[src/rtl/tia_biphase_dl_if.sv]
// Signal bundle for the TIA biphase generator and delay latch.
// The slave side is the generator; the master side drives the DL inputs and observes the phases.
interface tia_biphase_dl_if;
  logic phi1;
  logic phi2;
  logic rl;
  logic dl_in;
  logic dl_r;
  logic dl_out;

  modport slave (
    output phi1,
    output phi2,
    output rl,
    input  dl_in,
    input  dl_r,
    output dl_out
  );

  modport master (
    input  phi1,
    input  phi2,
    input  rl,
    output dl_in,
    output dl_r,
    input  dl_out
  );
endinterface

[src/rtl/tia_biphase_dl.sv]
// TIA two-phase clock generator (phi1, gap, phi2, gap) with a sticky set/clear delay latch.
// The latch samples during phi1 and updates its output on the edge raising phi2.
module tia_biphase_dl (
  input  logic              clk,
  input  logic              r,
  tia_biphase_dl_if.slave   bus
);

  logic [1:0] state_q, state_d;
  logic       phi1_q, phi1_d;
  logic       phi2_q, phi2_d;
  logic       rl_q, rl_d;
  logic       in_s_q, in_s_d;
  logic       r_s_q, r_s_d;
  logic       dl_out_q, dl_out_d;

  always_comb begin
    state_d  = state_q + 2'd1;
    // Phases are registered from the state being entered so they align with it.
    phi1_d   = (state_d == 2'd0);
    phi2_d   = (state_d == 2'd2);
    rl_d     = 1'b0;
    in_s_d   = in_s_q;
    r_s_d    = r_s_q;
    dl_out_d = dl_out_q;

    if (state_q == 2'd0) begin
      in_s_d = bus.dl_in;
      r_s_d  = bus.dl_r;
    end

    // Clear dominates set; the output otherwise only accumulates ones.
    if (state_q == 2'd1) begin
      dl_out_d = r_s_q ? 1'b0 : (dl_out_q | in_s_q);
    end
  end

  always_ff @(posedge clk or posedge r) begin
    if (r) begin
      state_q  <= 2'd3;
      phi1_q   <= 1'b0;
      phi2_q   <= 1'b0;
      rl_q     <= 1'b1;
      in_s_q   <= 1'b0;
      r_s_q    <= 1'b0;
      dl_out_q <= 1'b0;
    end else begin
      state_q  <= state_d;
      phi1_q   <= phi1_d;
      phi2_q   <= phi2_d;
      rl_q     <= rl_d;
      in_s_q   <= in_s_d;
      r_s_q    <= r_s_d;
      dl_out_q <= dl_out_d;
    end
  end

  assign bus.phi1   = phi1_q;
  assign bus.phi2   = phi2_q;
  assign bus.rl     = rl_q;
  assign bus.dl_out = dl_out_q;

endmodule

[src/flat_wrapper.sv]
// flat-port wrapper written by rule: the top's interface ports become plain ports
module tia_biphase_dl_flat 
  (clk, r, bus_phi1, bus_phi2, bus_rl, bus_dl_in, bus_dl_r, bus_dl_out);
  tia_biphase_dl_if bus_i ();
  input  logic clk;
  input  logic r;
  output wire logic [$bits(bus_i.phi1)-1:0] bus_phi1;
  output wire logic [$bits(bus_i.phi2)-1:0] bus_phi2;
  output wire logic [$bits(bus_i.rl)-1:0] bus_rl;
  input wire logic [$bits(bus_i.dl_in)-1:0] bus_dl_in;
  input wire logic [$bits(bus_i.dl_r)-1:0] bus_dl_r;
  output wire logic [$bits(bus_i.dl_out)-1:0] bus_dl_out;
  assign bus_phi1 = bus_i.phi1;
  assign bus_phi2 = bus_i.phi2;
  assign bus_rl = bus_i.rl;
  assign bus_i.dl_in = bus_dl_in;
  assign bus_i.dl_r = bus_dl_r;
  assign bus_dl_out = bus_i.dl_out;
  tia_biphase_dl u_core (.clk(clk), .r(r), .bus(bus_i));
endmodule
[config.mk]
export PLATFORM = sky130hd
export DESIGN_NAME = tia_biphase_dl_flat
export DESIGN_NICKNAME = d
export VERILOG_FILES = /design/src/rtl/tia_biphase_dl_if.sv /design/src/rtl/tia_biphase_dl.sv /design/src/flat_wrapper.sv
export SDC_FILE = /design/constraint.sdc
export NUM_CORES = 1
export LEC_CHECK = 0
export CORE_AREA = 2 2 39 41
export DETAILED_ROUTE_END_ITERATION = 12
export DIE_AREA = 0 0 41 43
export GPL_ROUTABILITY_DRIVEN = 0
export PLACE_DENSITY = 0.43
export SLEW_MARGIN = 20
export SYNTH_ARGS = -nofsm -noshare
export SYNTH_HDL_FRONTEND = slang
export SYNTH_SLANG_ARGS = --single-unit
[constraint.sdc]
create_clock -name clk -period 1.6 [get_ports clk]
set_input_delay 0.32 -clock clk [delete_from_list [all_inputs] [get_ports clk]]
set_output_delay 0.32 -clock clk [all_outputs]
set_load 0.005 [all_outputs]
=== Word-level counts from Yosys, hierarchy flattened ===
Cells that the tools add are included.

* Register bits after elaboration: 8
* Input bits: 4
* Output and inout bits: 4
* Logic and storage cells: 14

* Add/sub/neg operators: 1
* Equal/unequal tests: 2
* Reduce and logical (&&, ||, !) cells: 2
* Bitwise gates (word level): 1
* Multiplexer cells: 1

{| class="wikitable"
|+ Operator list
! operator !! number
|-
| $logic_not 2->1 || 2
|-
| $add 2x1->2 const B || 1
|-
| $eq 2x1->1 const B || 1
|-
| $eq 2x2->1 const B || 1
|-
| $mux 1 || 1
|-
| $or 1x1->1 || 1
|}

=== Depth between registers and ports, before layout ===
* Depth after elaboration: 2
* Gate-level depth with buffers: 4
* Gate-level depth less buffers: 4

=== Worst setup path after synthesis ===
Ideal clock, no wire load.

* Path kind: reg2reg
* Start point: reg u_core.state_q[0]
* End point: reg u_core.in_s_q
* Arrival time: 1.045 ns
* Stages on the path, launching flop included: 4
* Clock period less this slack: 1.170 ns
* Buffers on the path: 0
* Setup slack: 0.430 ns
* Cells stage by stage: dfstp_2 inv_1 ha_1 mux2_2

* Word-level cells in the longest chain between the ends: 1

{| class="wikitable"
|+ RTL lines
! what !! RTL line !! RTL
|-
| start, declared || tia_biphase_dl.sv:9 || <nowiki>logic [1:0] state_q, state_d;</nowiki>
|-
| start signal, assigned || tia_biphase_dl.sv:48 || <nowiki>state_q <= state_d;</nowiki>
|-
| $logic_not 2->1 || tia_biphase_dl.sv:27 || <nowiki>if (state_q == 2'd0) begin</nowiki>
|-
| end signal, assigned || tia_biphase_dl.sv:52 || <nowiki>in_s_q <= in_s_d;</nowiki>
|-
| end, declared || tia_biphase_dl.sv:13 || <nowiki>logic in_s_q, in_s_d;</nowiki>
|}

No other way between the ends.
A chain may end at the register's enable or synchronous reset.

=== Final worst setup path ===
* Start point: reg u_core.dl_out_q (netlist: u_core.bus.dl_out)
* End point: out bus_dl_out

{| class="wikitable"
|+ RTL lines
! what !! RTL line !! RTL
|-
| start, declared || tia_biphase_dl.sv:15 || <nowiki>logic dl_out_q, dl_out_d;</nowiki>
|-
| start signal, assigned || tia_biphase_dl.sv:54 || <nowiki>dl_out_q <= dl_out_d;</nowiki>
|-
| end, declared || flat_wrapper.sv:12 || <nowiki>output wire logic [$bits(bus_i.dl_out)-1:0] bus_dl_out;</nowiki>
|}

No word-level cell between the ends.

==> run metrics <==
status finished clean; Post-CTS Hold Buffers 0; Wirelength per Cell just under 10 µm; Vias per Instance 3.53; cell area after layout around 420 µm²; final wirelength between 400 and 500 µm; drt pass-1 iters 2; starting density of the core a little over a fifth; Port Buffers 7; CP Max Fanout 2; Net Count, Synth 28; fin cells 47; Post-DP Area slightly below 400 µm²; Unique masters post-synth 7; Via Count about 170; Worst path depth 1; pwr/cell area ~960 nW/µm²; crit-path cells clkdlybuf4s50_1; Fin Clk Skew between 0.01 and 0.015 ns; CP bufs+invs 1; Worst path max stage delay 0.51 ns; Hold WS 0.299 ns; CTS Buffer Depth 2; die width between 40 and 50 µm; Sink Count 8; Die H around 43 µm; crit end category primary output; Critical Path Sink bus_dl_out; core area approximately 1400 µm²; All-Layer GR Usage between 7 and 8%; Critical Path RT 1.28 ns; Iter 0 DRT Violations 3; final setup vio count 0; critical path startpoint u_core.bus.dl_out; Post-Syn Area 302 µm²; Clk Latency, worst-skew pair approximately 0.26 ns; Core Util, Final between 30% and 40%; DIE AREA 1760 µm²; Worst EP arrival between 1 and 1.5 ns; leakage 0.202 nW; worst reg-to-reg setup slack between 0.3 and 0.4 ns; initial antenna violation count 0; fin nets 40; CP Class reg -> out; Placed Instances 43; Tcrit/Tclk final between 90% and 100%; layout cells sized above 1 roughly a quarter; post-synthesis cell count 20; Reg2Reg Capture Point u_core.in_s_q; syn avg cell area between 15 and 20 µm²; Inserted Diodes 0; clock root cell clkbuf_4; Critical-path top delay cell clkdlybuf4s50_1; CTS tree done; synth warn 0; remaining antenna violation count 0; Hold Vio Cnt, Final 0; f_max about 0.7 GHz; RSZ-0062 raised after global routing false; R2R depth 3; type of origin of the critical path register; layout overhead on the synthesized area 39.4%; Final Critical Period approximately 1.4 ns; register bit count reported by yosys 8; row cnt 14; peak supply drop roughly 0.00030 V; HP Class in -> async; Remaining Overflow, GRT 0; max-cap violations 0; CTS H-tree depth 1; Post-DP HPWL ~340 µm; Top delay family on crit path buffers and inverters; # DRC 0; IO Pins 8; max-slew violation count 0; clock slew at reported path FFs roughly 0.070 ns; CTS buffer count 3; Seq/Total Area, Yosys between 60% and 70%; vias in the first global route 188; Final TNS setup 0 ns; largest net degree at the start of global routing 9; R2R Path Start u_core.state_q[0]; first-pass GRT wire length between 800 and 900 µm
==> kinds of logic (layout without fill, tap and decap cells) <==
group	after synthesis	count (layout)	share of synthesized area [%]
DFF	8	8	67.6
buffers and inverters	3	14	3.73
adders and majority gates	4	4	16.6
other	1	1	1.24
muxes	2	2	7.47
AOI/OAI and AO/OA	2	2	3.32
==> per-stage QoR <==
step           worst slack [ns]  total power [mW]
2_1_floorplan             0.430             0.222
4_1_cts                  0.0200             0.408
5_1_grt                   0.125             0.422
3_5_place_dp              0.292             0.238
6_report                  0.159             0.402
3_3_place_gp              0.301             0.237
==> synth_stat cells <==
master / n / share of area (%)
dfrtp_1: 5 / 41
ha_1: 4 / 17
dfstp_2: 3 / 26
inv_1: 3 / 3.7
a21oi_1: 2 / 3.3
mux2_2: 2 / 7.5
conb_1: 1 / 1.2
==> worst min path at each step <==
stage / slack (ns) / to / depth (start not counted) / startpoint
floorplan: 0.13 / u_core.bus.dl_out / 1 / r
global placement: 0.44 / u_core.bus.dl_out / 1 / u_core.r_s_q
detailed placement: 0.44 / u_core.bus.dl_out / 1 / u_core.r_s_q
CTS: 0.31 / u_core.in_s_q / 2 / r
global route: 0.34 / u_core.bus.dl_out / 2 / r
finish: 0.30 / u_core.in_s_q / 2 / r
==> metal layers <==
layer	part of all wire (%)	global-route usage, %	wire [µm]	vias to the layer above
met5	0	0	0	-
met2	44	8.44	204	5
met4	0	6.00	0	0
li1	-	-	-	82
met3	9.3	3.14	43	0
met1	46	10.1	213	79
==> sequential cells by signal, summed over array words and instances (netlist names) <==
name and flops:
u_core.state_q 2, u_core.bus.rl 1, u_core.bus.phi2 1, u_core.bus.phi1 1
u_core.r_s_q 1, u_core.in_s_q 1, u_core.bus.dl_out 1
==> cell usage in the layout (no fill, tap or decap) <==
cell,count
clkdlybuf4s50_1,6
dfrtp_1,5
ha_1,4
inv_1,3
clkbuf_4,3
dfstp_2,3
a21oi_1,2
mux2_2,2
clkbuf_1,1
dlymetal6s2s_1,1
conb_1,1
==> power by group <==
group          switching (mW)  internal [mW]  total (mW)  leakage, nW
clock network          0.0730         0.0955       0.169       0.0150
logic                 0.00763         0.0138      0.0215       0.0911
registers             0.00271          0.209       0.212       0.0962
total                  0.0834          0.319       0.402        0.202
==> area by class of cell <==
class | instances | area (µm²)
clock buffers | 4 | 26.3
repair buffers | 7 | 72.6
fillers | 142 | 963
multi-input cells | 9 | 86.3
inverters | 3 | 11.3
well taps | 16 | 20.0
flip-flops and latches | 8 | 204
==> what timing repair did <==
item | in CTS | in global routing
endpoints found under the setup margin | 0 | 1
resized for setup | 0 | 1
setup buffers | 0 | 0
No activity file was read; power rests on OpenSTA's default activity.
